`config.mk`:
```
export PLATFORM = sky130hd
export DESIGN_NAME = vend_txn_controller
export DESIGN_NICKNAME = d
export VERILOG_FILES = /design/src/rtl/vend_txn_controller.sv
export SDC_FILE = /design/constraint.sdc
export NUM_CORES = 1
export LEC_CHECK = 0
export CAP_MARGIN = 20
export CELL_PAD_IN_SITES_DETAIL_PLACEMENT = 1
export CELL_PAD_IN_SITES_GLOBAL_PLACEMENT = 1
export CORE_AREA = 10 10 105 107
export CTS_CLUSTER_DIAMETER = 100
export DETAILED_ROUTE_END_ITERATION = 16
export DIE_AREA = 0 0 115 117
export PLACE_DENSITY = 0.65
export RECOVER_POWER = 50
export SLEW_MARGIN = 15
export SYNTH_ARGS = -nofsm -noshare
export SYNTH_HDL_FRONTEND = slang
export SYNTH_SLANG_ARGS = --single-unit
```
`constraint.sdc`:
```
create_clock -name clk -period 4 [get_ports clk]
set_input_delay 1 -clock clk [delete_from_list [all_inputs] [get_ports clk]]
set_output_delay 1 -clock clk [all_outputs]
set_load 0.01 [all_outputs]
```
`src/rtl/vend_txn_controller.sv`:
```
// Vending transaction sequencer: coin credit, selection checks, dispense and change handshakes.
// Optional idle auto-refund is enabled by defining VEND_TIMEOUT_EN.
module vend_txn_controller #(
  parameter int unsigned PRICE_A     = 5,
  parameter int unsigned PRICE_B     = 10,
  parameter int unsigned PRICE_C     = 20,
  parameter int unsigned CREDIT_W    = 6,
  parameter int unsigned MAX_CREDIT  = 40,
  parameter int unsigned STOCK_W     = 4,
  parameter int unsigned STOCK_INIT  = 8,
  parameter int unsigned TIMEOUT_CYC = 1000
) (
  input  logic                clk,
  input  logic                rst,
  input  logic [1:0]          coin,
  input  logic                sel_vld,
  input  logic [1:0]          sel_id,
  input  logic                cancel,
  input  logic                stock_load,
  input  logic [1:0]          stock_id,
  input  logic [STOCK_W-1:0]  stock_cnt,
  output logic                disp_req,
  output logic [1:0]          disp_id,
  input  logic                disp_ack,
  output logic                chg_req,
  input  logic                chg_ack,
  output logic [CREDIT_W-1:0] credit,
  output logic                busy,
  output logic                coin_rej,
  output logic                err_funds,
  output logic                err_stock
);

  typedef enum logic [1:0] {StCollect, StDispense, StChange} state_e;

  state_e              state_q;
  logic [CREDIT_W-1:0] credit_q;
  logic                disp_req_q, chg_req_q, busy_q;
  logic [1:0]          disp_id_q;
  logic                coin_rej_q, err_funds_q, err_stock_q;
  logic [STOCK_W-1:0]  stock_q [3];

  logic [CREDIT_W:0]   coin_val, credit_sum;
  logic                coin_fits;
  logic [CREDIT_W-1:0] sel_price, disp_price, credit_left;
  logic [STOCK_W-1:0]  sel_stock;
  logic                disp_done;
  logic                timeout_hit;

  function automatic logic [CREDIT_W-1:0] price_of(input logic [1:0] id);
    case (id)
      2'd0:    return CREDIT_W'(PRICE_A);
      2'd1:    return CREDIT_W'(PRICE_B);
      2'd2:    return CREDIT_W'(PRICE_C);
      default: return '0;
    endcase
  endfunction

  always_comb begin
    case (coin)
      2'd1:    coin_val = (CREDIT_W+1)'(5);
      2'd2:    coin_val = (CREDIT_W+1)'(10);
      2'd3:    coin_val = (CREDIT_W+1)'(20);
      default: coin_val = '0;
    endcase
    credit_sum  = {1'b0, credit_q} + coin_val;
    coin_fits   = credit_sum <= (CREDIT_W+1)'(MAX_CREDIT);
    sel_price   = price_of(sel_id);
    disp_price  = price_of(disp_id_q);
    credit_left = credit_q - disp_price;
    case (sel_id)
      2'd0:    sel_stock = stock_q[0];
      2'd1:    sel_stock = stock_q[1];
      2'd2:    sel_stock = stock_q[2];
      default: sel_stock = '0;
    endcase
  end

  assign disp_done = (state_q == StDispense) && disp_req_q && disp_ack;

`ifdef VEND_TIMEOUT_EN
  localparam int unsigned TmoW = (TIMEOUT_CYC > 1) ? $clog2(TIMEOUT_CYC) : 1;

  logic [TmoW-1:0] idle_q;
  logic            idle_cyc;

  assign idle_cyc    = (state_q == StCollect) && (credit_q != '0) && (coin == 2'b00) &&
                       !sel_vld && !cancel;
  assign timeout_hit = idle_cyc && (idle_q == TmoW'(TIMEOUT_CYC - 1));

  always_ff @(posedge clk) begin
    if (rst || !idle_cyc || timeout_hit) begin
      idle_q <= '0;
    end else begin
      idle_q <= idle_q + TmoW'(1);
    end
  end
`else
  logic unused_timeout;
  assign timeout_hit    = 1'b0;
  assign unused_timeout = (TIMEOUT_CYC != 0);
`endif

  // A load on the same cycle as a dispense decrement to the same id overrides the decrement.
  always_ff @(posedge clk) begin
    for (int i = 0; i < 3; i++) begin
      if (rst) begin
        stock_q[i] <= STOCK_W'(STOCK_INIT);
      end else if (stock_load && (stock_id == 2'(i))) begin
        stock_q[i] <= stock_cnt;
      end else if (disp_done && (disp_id_q == 2'(i)) && (stock_q[i] != '0)) begin
        stock_q[i] <= stock_q[i] - STOCK_W'(1);
      end
    end
  end

  always_ff @(posedge clk) begin
    if (rst) begin
      state_q     <= StCollect;
      credit_q    <= '0;
      disp_req_q  <= 1'b0;
      disp_id_q   <= 2'd0;
      chg_req_q   <= 1'b0;
      busy_q      <= 1'b0;
      coin_rej_q  <= 1'b0;
      err_funds_q <= 1'b0;
      err_stock_q <= 1'b0;
    end else begin
      coin_rej_q  <= 1'b0;
      err_funds_q <= 1'b0;
      err_stock_q <= 1'b0;
      unique case (state_q)
        StCollect: begin
          // A coin owns its cycle; any cancel or selection alongside it is dropped.
          if (coin != 2'b00) begin
            if (coin_fits) begin
              credit_q <= credit_sum[CREDIT_W-1:0];
            end else begin
              coin_rej_q <= 1'b1;
            end
          end else if (cancel || timeout_hit) begin
            if (credit_q != '0) begin
              state_q   <= StChange;
              chg_req_q <= 1'b1;
              busy_q    <= 1'b1;
            end
          end else if (sel_vld) begin
            if ((sel_id == 2'd3) || (sel_stock == '0)) begin
              err_stock_q <= 1'b1;
            end else if (credit_q < sel_price) begin
              err_funds_q <= 1'b1;
            end else begin
              state_q    <= StDispense;
              disp_req_q <= 1'b1;
              disp_id_q  <= sel_id;
              busy_q     <= 1'b1;
            end
          end
        end
        StDispense: begin
          coin_rej_q <= (coin != 2'b00);
          if (disp_done) begin
            credit_q   <= credit_left;
            disp_req_q <= 1'b0;
            if (credit_left != '0) begin
              state_q   <= StChange;
              chg_req_q <= 1'b1;
            end else begin
              state_q <= StCollect;
              busy_q  <= 1'b0;
            end
          end
        end
        StChange: begin
          coin_rej_q <= (coin != 2'b00);
          if (chg_req_q && chg_ack) begin
            chg_req_q <= 1'b0;
            if (credit_q > CREDIT_W'(5)) begin
              credit_q <= credit_q - CREDIT_W'(5);
            end else begin
              credit_q <= '0;
              state_q  <= StCollect;
              busy_q   <= 1'b0;
            end
          end else if (!chg_req_q) begin
            chg_req_q <= 1'b1;
          end
        end
        default: state_q <= StCollect;
      endcase
    end
  end

  assign disp_req  = disp_req_q;
  assign disp_id   = disp_id_q;
  assign chg_req   = chg_req_q;
  assign credit    = credit_q;
  assign busy      = busy_q;
  assign coin_rej  = coin_rej_q;
  assign err_funds = err_funds_q;
  assign err_stock = err_stock_q;

endmodule
```
==> results of run 1 <==
per-layer routing:
layer | vias up | GRT usage | share of wire
li1 | 1234 | - | -
met1 | 1181 | 0.155 | 0.48
met2 | 29 | 0.211 | 0.48
met3 | 8 | 0.0234 | 0.029
met4 | 0 | 0.0215 | 0.013
met5 | - | 0 | 0
state kept, by name (all words and copies together) (netlist names), 2 cells and up:
signal   count
credit       6
disp_id      2
stock_q     12
state_q      2
cell usage after synthesis, types with 4 or more instances:
cell	instances	area share
nand2_1	30	0.043
xnor2_1	10	0.034
nand3_1	5	0.0096
edfxtp_1	12	0.14
a211oi_1	4	0.012
inv_1	26	0.037
nor4_1	10	0.024
dfxtp_1	16	0.12
ha_1	23	0.11
o21ai_0	29	0.056
or3_1	5	0.012
mux2i_1	4	0.015
nor2_1	22	0.032
buf_6	6	0.026
nor3_1	11	0.021
nand2b_1	5	0.012
a21oi_1	16	0.031
nor2b_1	4	0.0096
worst paths after layout:
path	start	end	depth (start not counted)
min reg2reg	disp_req	disp_req	2
min	disp_req	disp_req	2
max reg2reg	disp_id[1]	busy	10
max	coin[1]	credit[1]	11
cell type report:
type                            count  area [um^2]  area share
Sequential cell                    28          681       0.222
Multi-Input combinational cell    250         1740       0.566
Inverter                           26         97.6      0.0318
Timing Repair Buffer               39          368       0.120
Clock buffer                        4         45.0      0.0147
Tap cell                          111          139      0.0453
where the power goes:
group	internal (uW)	switching [uW]
logic	454	580
clock network	71.5	89.5
registers	352	84.0
total	877	754
cell families (layout without fill, tap and decap cells):
family | count (synthesis) | count (layout) | synth area share
and+or+nand+nor | 114 | 114 | 0.231
DFF | 28 | 28 | 0.261
buffers and inverters | 35 | 69 | 0.0738
muxes | 6 | 6 | 0.0240
adders and majority gates | 24 | 24 | 0.118
xor gates and xnor gates | 13 | 13 | 0.0436
AOI/OAI and AO/OA | 93 | 93 | 0.249
stage by stage:
step	utilization	area (um^2)	std cells
3_3_place_gp	0.335	3020	454
5_1_grt	0.340	3070	458
3_5_place_dp	0.335	3020	454
6_report	0.340	3070	458
2_1_floorplan	-	2610	313
4_1_cts	0.340	3070	458
worst register-to-register path, stage by stage, from the launching register on:
cell	delay, ps
dfxtp_1	370
nor2_1	290
ha_1	230
inv_1	50
fa_1	400
xor2_1	190
or3b_2	490
o41a_1	360
a311o_1	350
o21ai_1	170
o41ai_2	90
cell usage in the layout (no fill, tap or decap), drive strengths merged, types with 5 or more instances in the layout:
cell type | Yosys | routed
nor2b | 5 | 5
a211oi | 5 | 5
a21oi | 16 | 16
xnor2 | 10 | 10
nand2b | 5 | 5
ha | 23 | 23
o21ai | 31 | 31
nor2 | 22 | 22
inv | 26 | 26
dfxtp | 16 | 16
nand2 | 30 | 30
nor3 | 12 | 12
nor4 | 10 | 10
dlygate4sd3 | 2 | 9
buf | 7 | 9
clkdlybuf4s50 | 0 | 21
or3 | 6 | 6
nand3 | 5 | 5
edfxtp | 12 | 12
==> impl_metrics.env, run 1 <==
export IMPL_run_status="finished, final reports clean"
export IMPL_relSlewSlack=0.544
export IMPL_drt_total_wl_um=8180
export IMPL_overflow=0
export IMPL_routabilityCongestion=0.823
export IMPL_finClkSkew_ps=6.94
export IMPL_num_io_pins=31
export IMPL_syn_inst=313
export IMPL_vias=2452
export IMPL_postSynthAreaPerCell_um2=8.34
export IMPL_rrSetupSlack_ps=860
export IMPL_period_share=0.912
export IMPL_slew_viol_final=0
export IMPL_placement_rows=35
export IMPL_grt_antenna_before_repair=0
export IMPL_detailedRoute_firstIterationViolations=127
export IMPL_grt_setup_unrepaired="no"
export IMPL_cp_end_kind="flop"
export IMPL_yosysWarnings=0
export IMPL_start_util=0.289
export IMPL_syn_to_final_growth_pct=17.5
export IMPL_layout_filler_cells=1098
export IMPL_power_per_cell_area_nw_per_um2=532
export IMPL_required_arrival_time_at_the_worst_endpoint_ps=4190
export IMPL_grt_total_usage=0.122
export IMPL_setup_tns_final_ps=0
export IMPL_critPathSlowestCell="or4_1"
export IMPL_post_route_drc_count=0
export IMPL_crit_top_cell="ha_1"
export IMPL_cts_root_buf="clkbuf_8"
export IMPL_port_buffers=30
export IMPL_slew_worst_pin_ps=677
export IMPL_clock_tree_from_tritoncts="yes"
export IMPL_setup_viol=0
export IMPL_cts_num_sinks=28
export IMPL_die_area_um2=13500
export IMPL_distinct_cell_type_count_of_the_synthesized_netlist=68
export IMPL_worst_hold_slack_ps=536
export IMPL_syn_area_um2=2610
export IMPL_final_hold_violation_count=0
export IMPL_placeableCoreArea_um2=9020
export IMPL_die_x_um=115
export IMPL_cts_repair_timing_setup_buffer_count=0
export IMPL_finalNetCount=389
export IMPL_class_of_the_most_critical_hold_timing_path="flop to flop"
export IMPL_maximum_frequency_from_static_timing_analysis_mhz=274
export IMPL_synth_sequential_area_ratio=0.261
export IMPL_max_cap_violations=0
export IMPL_overall_power_uw=1630
export IMPL_period_needed_ps=3650
export IMPL_critical_path_max_stage_delay_ps=590
export IMPL_yosys_register_bits=28
export IMPL_drt_vias_per_instance=5.35
export IMPL_postCtsHoldBufs=0
export IMPL_dp_worst_setup_slack_ps=63.3
export IMPL_synth_edf_count=12
export IMPL_worst_path_max_fanout=10
export IMPL_power_leakage_uw=0.00117
export IMPL_h_tree_depth=1
export IMPL_length_of_the_first_detailed_routing_pass_in_iterations=4
export IMPL_fin_ws_ps=351
export IMPL_worstPathCellList="clkdlybuf4s50_1 > and2b_2 > ha_1 > ha_1 > o21a_1 > o21ai_0 > a21boi_0 > nor3_1 > o211ai_1 > or4_1 > o31ai_1"
export IMPL_cts_buffers_inserted=3
export IMPL_number_of_global_route_vias_before_repair=2651
export IMPL_antenna_violating_nets_post_route=0
export IMPL_path_clk_slew_ps=100
export IMPL_detailedPlacementHpwl_um=6690
export IMPL_max_clock_path_buffers=2
export IMPL_grt_start_max_net_pins=24
export IMPL_route_detailed_wl_per_inst_um=17.9
export IMPL_die_height_um=117
export IMPL_timing_worst_setup_path_type="input port to flop"
export IMPL_async_reset_ff_frac=0
export IMPL_clock_latency_ps=270
export IMPL_antenna_cells=0
export IMPL_post_route_cells_drive_above_1_share=0.0865
export IMPL_cp_arrival_ps=3840
export IMPL_critical_path_top_delay_family="simple AND/OR/NAND/NOR gates"
export IMPL_critPathLaunchType="input port"
export IMPL_resized_gates_after_cts=0
export IMPL_vdd_ir_drop_max_mv=0.214
export IMPL_ys_flop_type="dfxtp_1"
export IMPL_grt_first_pass_wirelength_um=13500
export IMPL_synthesis_nets=354
export IMPL_critical_path_buf_inv_count=1
(Power assumes the default switching activity.)
==> inputs of run 2 (changes only) <==
--- a/config.mk
+++ b/config.mk
@@ -12,6 +12,8 @@
 export CTS_CLUSTER_DIAMETER = 100
 export DETAILED_ROUTE_END_ITERATION = 16
 export DIE_AREA = 0 0 115 117
+export GPL_ROUTABILITY_DRIVEN = 0
+export HOLD_SLACK_MARGIN = 0.06
 export PLACE_DENSITY = 0.65
 export RECOVER_POWER = 50
 export SLEW_MARGIN = 15
==> results of run 2 <==
Final layout, timing and power as in run 1 (identical DEF).
==> inputs of run 3 (changes only) <==
--- a/config.mk
+++ b/config.mk
@@ -8,13 +8,13 @@
 export CAP_MARGIN = 20
 export CELL_PAD_IN_SITES_DETAIL_PLACEMENT = 1
 export CELL_PAD_IN_SITES_GLOBAL_PLACEMENT = 1
-export CORE_AREA = 10 10 105 107
+export CORE_AREA = 10 10 89 91
 export CTS_CLUSTER_DIAMETER = 100
 export DETAILED_ROUTE_END_ITERATION = 16
-export DIE_AREA = 0 0 115 117
+export DIE_AREA = 0 0 99 101
 export GPL_ROUTABILITY_DRIVEN = 0
 export HOLD_SLACK_MARGIN = 0.06
-export PLACE_DENSITY = 0.65
+export PLACE_DENSITY = 0.86
 export RECOVER_POWER = 50
 export SLEW_MARGIN = 15
 export SYNTH_ARGS = -nofsm -noshare
==> constraint.sdc (replaced) <==
create_clock -name clk -period 4 [get_ports clk]
set_input_delay 0.4 -clock clk [delete_from_list [all_inputs] [get_ports clk]]
set_output_delay 0.4 -clock clk [all_outputs]
set_load 0.01 [all_outputs]
==> impl_metrics.env, run 3 (synthesis gave the netlist of run 1 again) <==
export IMPL_run_status="finished, final reports clean"
export IMPL_power_per_cell_area_nw_per_um2=560
export IMPL_detailedPlacementHpwl_um=6470
export IMPL_post_dp_cell_area_um2=2940
export IMPL_num_io_pins=31
export IMPL_slew_viol_final=0
export IMPL_critical_path_max_stage_delay_ps=590
export IMPL_die_x_um=99
export IMPL_detailedRoute_firstIterationViolations=98
export IMPL_overflow=0
export IMPL_cp_end_kind="flop"
export IMPL_cts_buffers_inserted=3
export IMPL_critPathLaunchType="input port"
export IMPL_antenna_violating_nets_post_route=0
export IMPL_post_route_cells_drive_above_1_share=0.0733
export IMPL_setup_viol=0
export IMPL_cts_root_buf="clkbuf_8"
export IMPL_placeableCoreArea_um2=6200
export IMPL_required_arrival_time_at_the_worst_endpoint_ps=4200
export IMPL_route_detailed_wl_per_inst_um=19.6
export IMPL_grt_total_usage=0.161
export IMPL_class_of_the_most_critical_hold_timing_path="flop to flop"
export IMPL_number_of_global_route_vias_before_repair=2665
export IMPL_length_of_the_first_detailed_routing_pass_in_iterations=4
export IMPL_drt_total_wl_um=8180
export IMPL_grt_first_pass_wirelength_um=13500
export IMPL_grt_setup_unrepaired="no"
export IMPL_worst_path_max_fanout=10
export IMPL_critPathSlowestCell="clkdlybuf4s50_1"
export IMPL_port_buffers=30
export IMPL_finClkSkew_ps=6.46
export IMPL_vdd_ir_drop_max_mv=0.341
export IMPL_path_clk_slew_ps=110
export IMPL_start_util=0.421
export IMPL_largest_reg_flops=12
export IMPL_period_share=0.819
export IMPL_period_needed_ps=3280
export IMPL_power_leakage_uw=0.00117
export IMPL_grt_antenna_before_repair=0
export IMPL_postCtsHoldBufs=0
export IMPL_final_hold_violation_count=0
export IMPL_setup_tns_final_ps=0
export IMPL_die_height_um=101
export IMPL_syn_to_final_growth_pct=15.1
export IMPL_relSlewSlack=0.515
export IMPL_cp_arrival_ps=3470
export IMPL_die_area_um2=10000
export IMPL_finalNetCount=383
export IMPL_cts_repair_timing_setup_buffer_count=0
export IMPL_clock_latency_ps=280
export IMPL_largest_register="stock_q"
export IMPL_max_cap_violations=0
export IMPL_final_cell_area_um2=3010
export IMPL_commonest_cells_after_routing_fill_and_taps_aside="30 x nand2_1, 29 x o21ai_0, 26 x inv_1"
export IMPL_worstPathCellList="clkdlybuf4s50_1 > nor2b_2 > xnor2_1 > ha_1 > o21a_1 > o21ai_0 > a21boi_0 > nor3_1 > o211ai_1 > or4_1 > o31ai_1"
export IMPL_placement_rows=29
export IMPL_max_clock_path_buffers=2
export IMPL_layout_commonest_cell="nand2_1"
export IMPL_vias=2502
export IMPL_clock_tree_from_tritoncts="yes"
export IMPL_grt_start_max_net_pins=17
export IMPL_antenna_cells=0
export IMPL_maximum_frequency_from_static_timing_analysis_mhz=305
export IMPL_h_tree_depth=1
export IMPL_post_route_drc_count=0
export IMPL_timing_worst_setup_path_type="input port to flop"
export IMPL_drt_vias_per_instance=5.99
export IMPL_resized_gates_after_cts=0
export IMPL_cts_num_sinks=28
export IMPL_slew_worst_pin_ps=720
==> run 3: critical path, delay by kind of cell <==
family          cells  cell delay, ps
simple gates        3            1170
compound gates      5             920
buf+inv             1             590
fa+ha+maj           1             250
xor+xnor            1             120
==> run 3: final cells by class <==
class	instances	area [um^2]
clock buffers	3	41.3
clock inverters	1	30.0
fillers	753	3200
inverters	26	97.6
multi-input cells	250	1740
flip-flops and latches	28	681
well taps	77	96.3
repair buffers	33	323
==> run 3: through the flow <==
stage / setup slack (ps) / total power [uW] / hold WS (ps) / utilization / cells
final: 724 / 1680 / 545 / 0.485 / 418
after global routing: 429 / 1820 / 588 / 0.485 / 418
after CTS: 733 / 1700 / 547 / 0.485 / 418
after detailed placement: 430 / 1460 / 529 / 0.473 / 414
after global placement: 664 / 1420 / 504 / 0.473 / 414
after floorplan: 1270 / 1170 / 499 / - / 313
==> run 3: where the power goes <==
part | total [uW] | leakage (uW) | switching [uW] | internal [uW]
registers | 443 | 0.000248 | 90.5 | 352
logic | 1010 | 0.000883 | 570 | 437
clock network | 232 | 0.0000357 | 97.9 | 134
total | 1680 | 0.00117 | 759 | 924
==> run 3: path summary, 6_finish.rpt <==
check        cells past startpoint  slack, ps         to       start
max                             11        720  credit[3]     coin[1]
min                              2        540    chg_req     chg_req
max reg2reg                     10        940       busy  disp_id[1]
min reg2reg                      2        540    chg_req     chg_req
==> run 3: routing by layer <==
layer	vias up	routed length (um)	share of wire	GRT usage
met1	1213	3460	0.42	0.183
met3	21	270	0.033	0.0350
li1	1220	-	-	-
met2	48	4240	0.52	0.290
met5	-	0	0	0
met4	0	210	0.026	0.0551
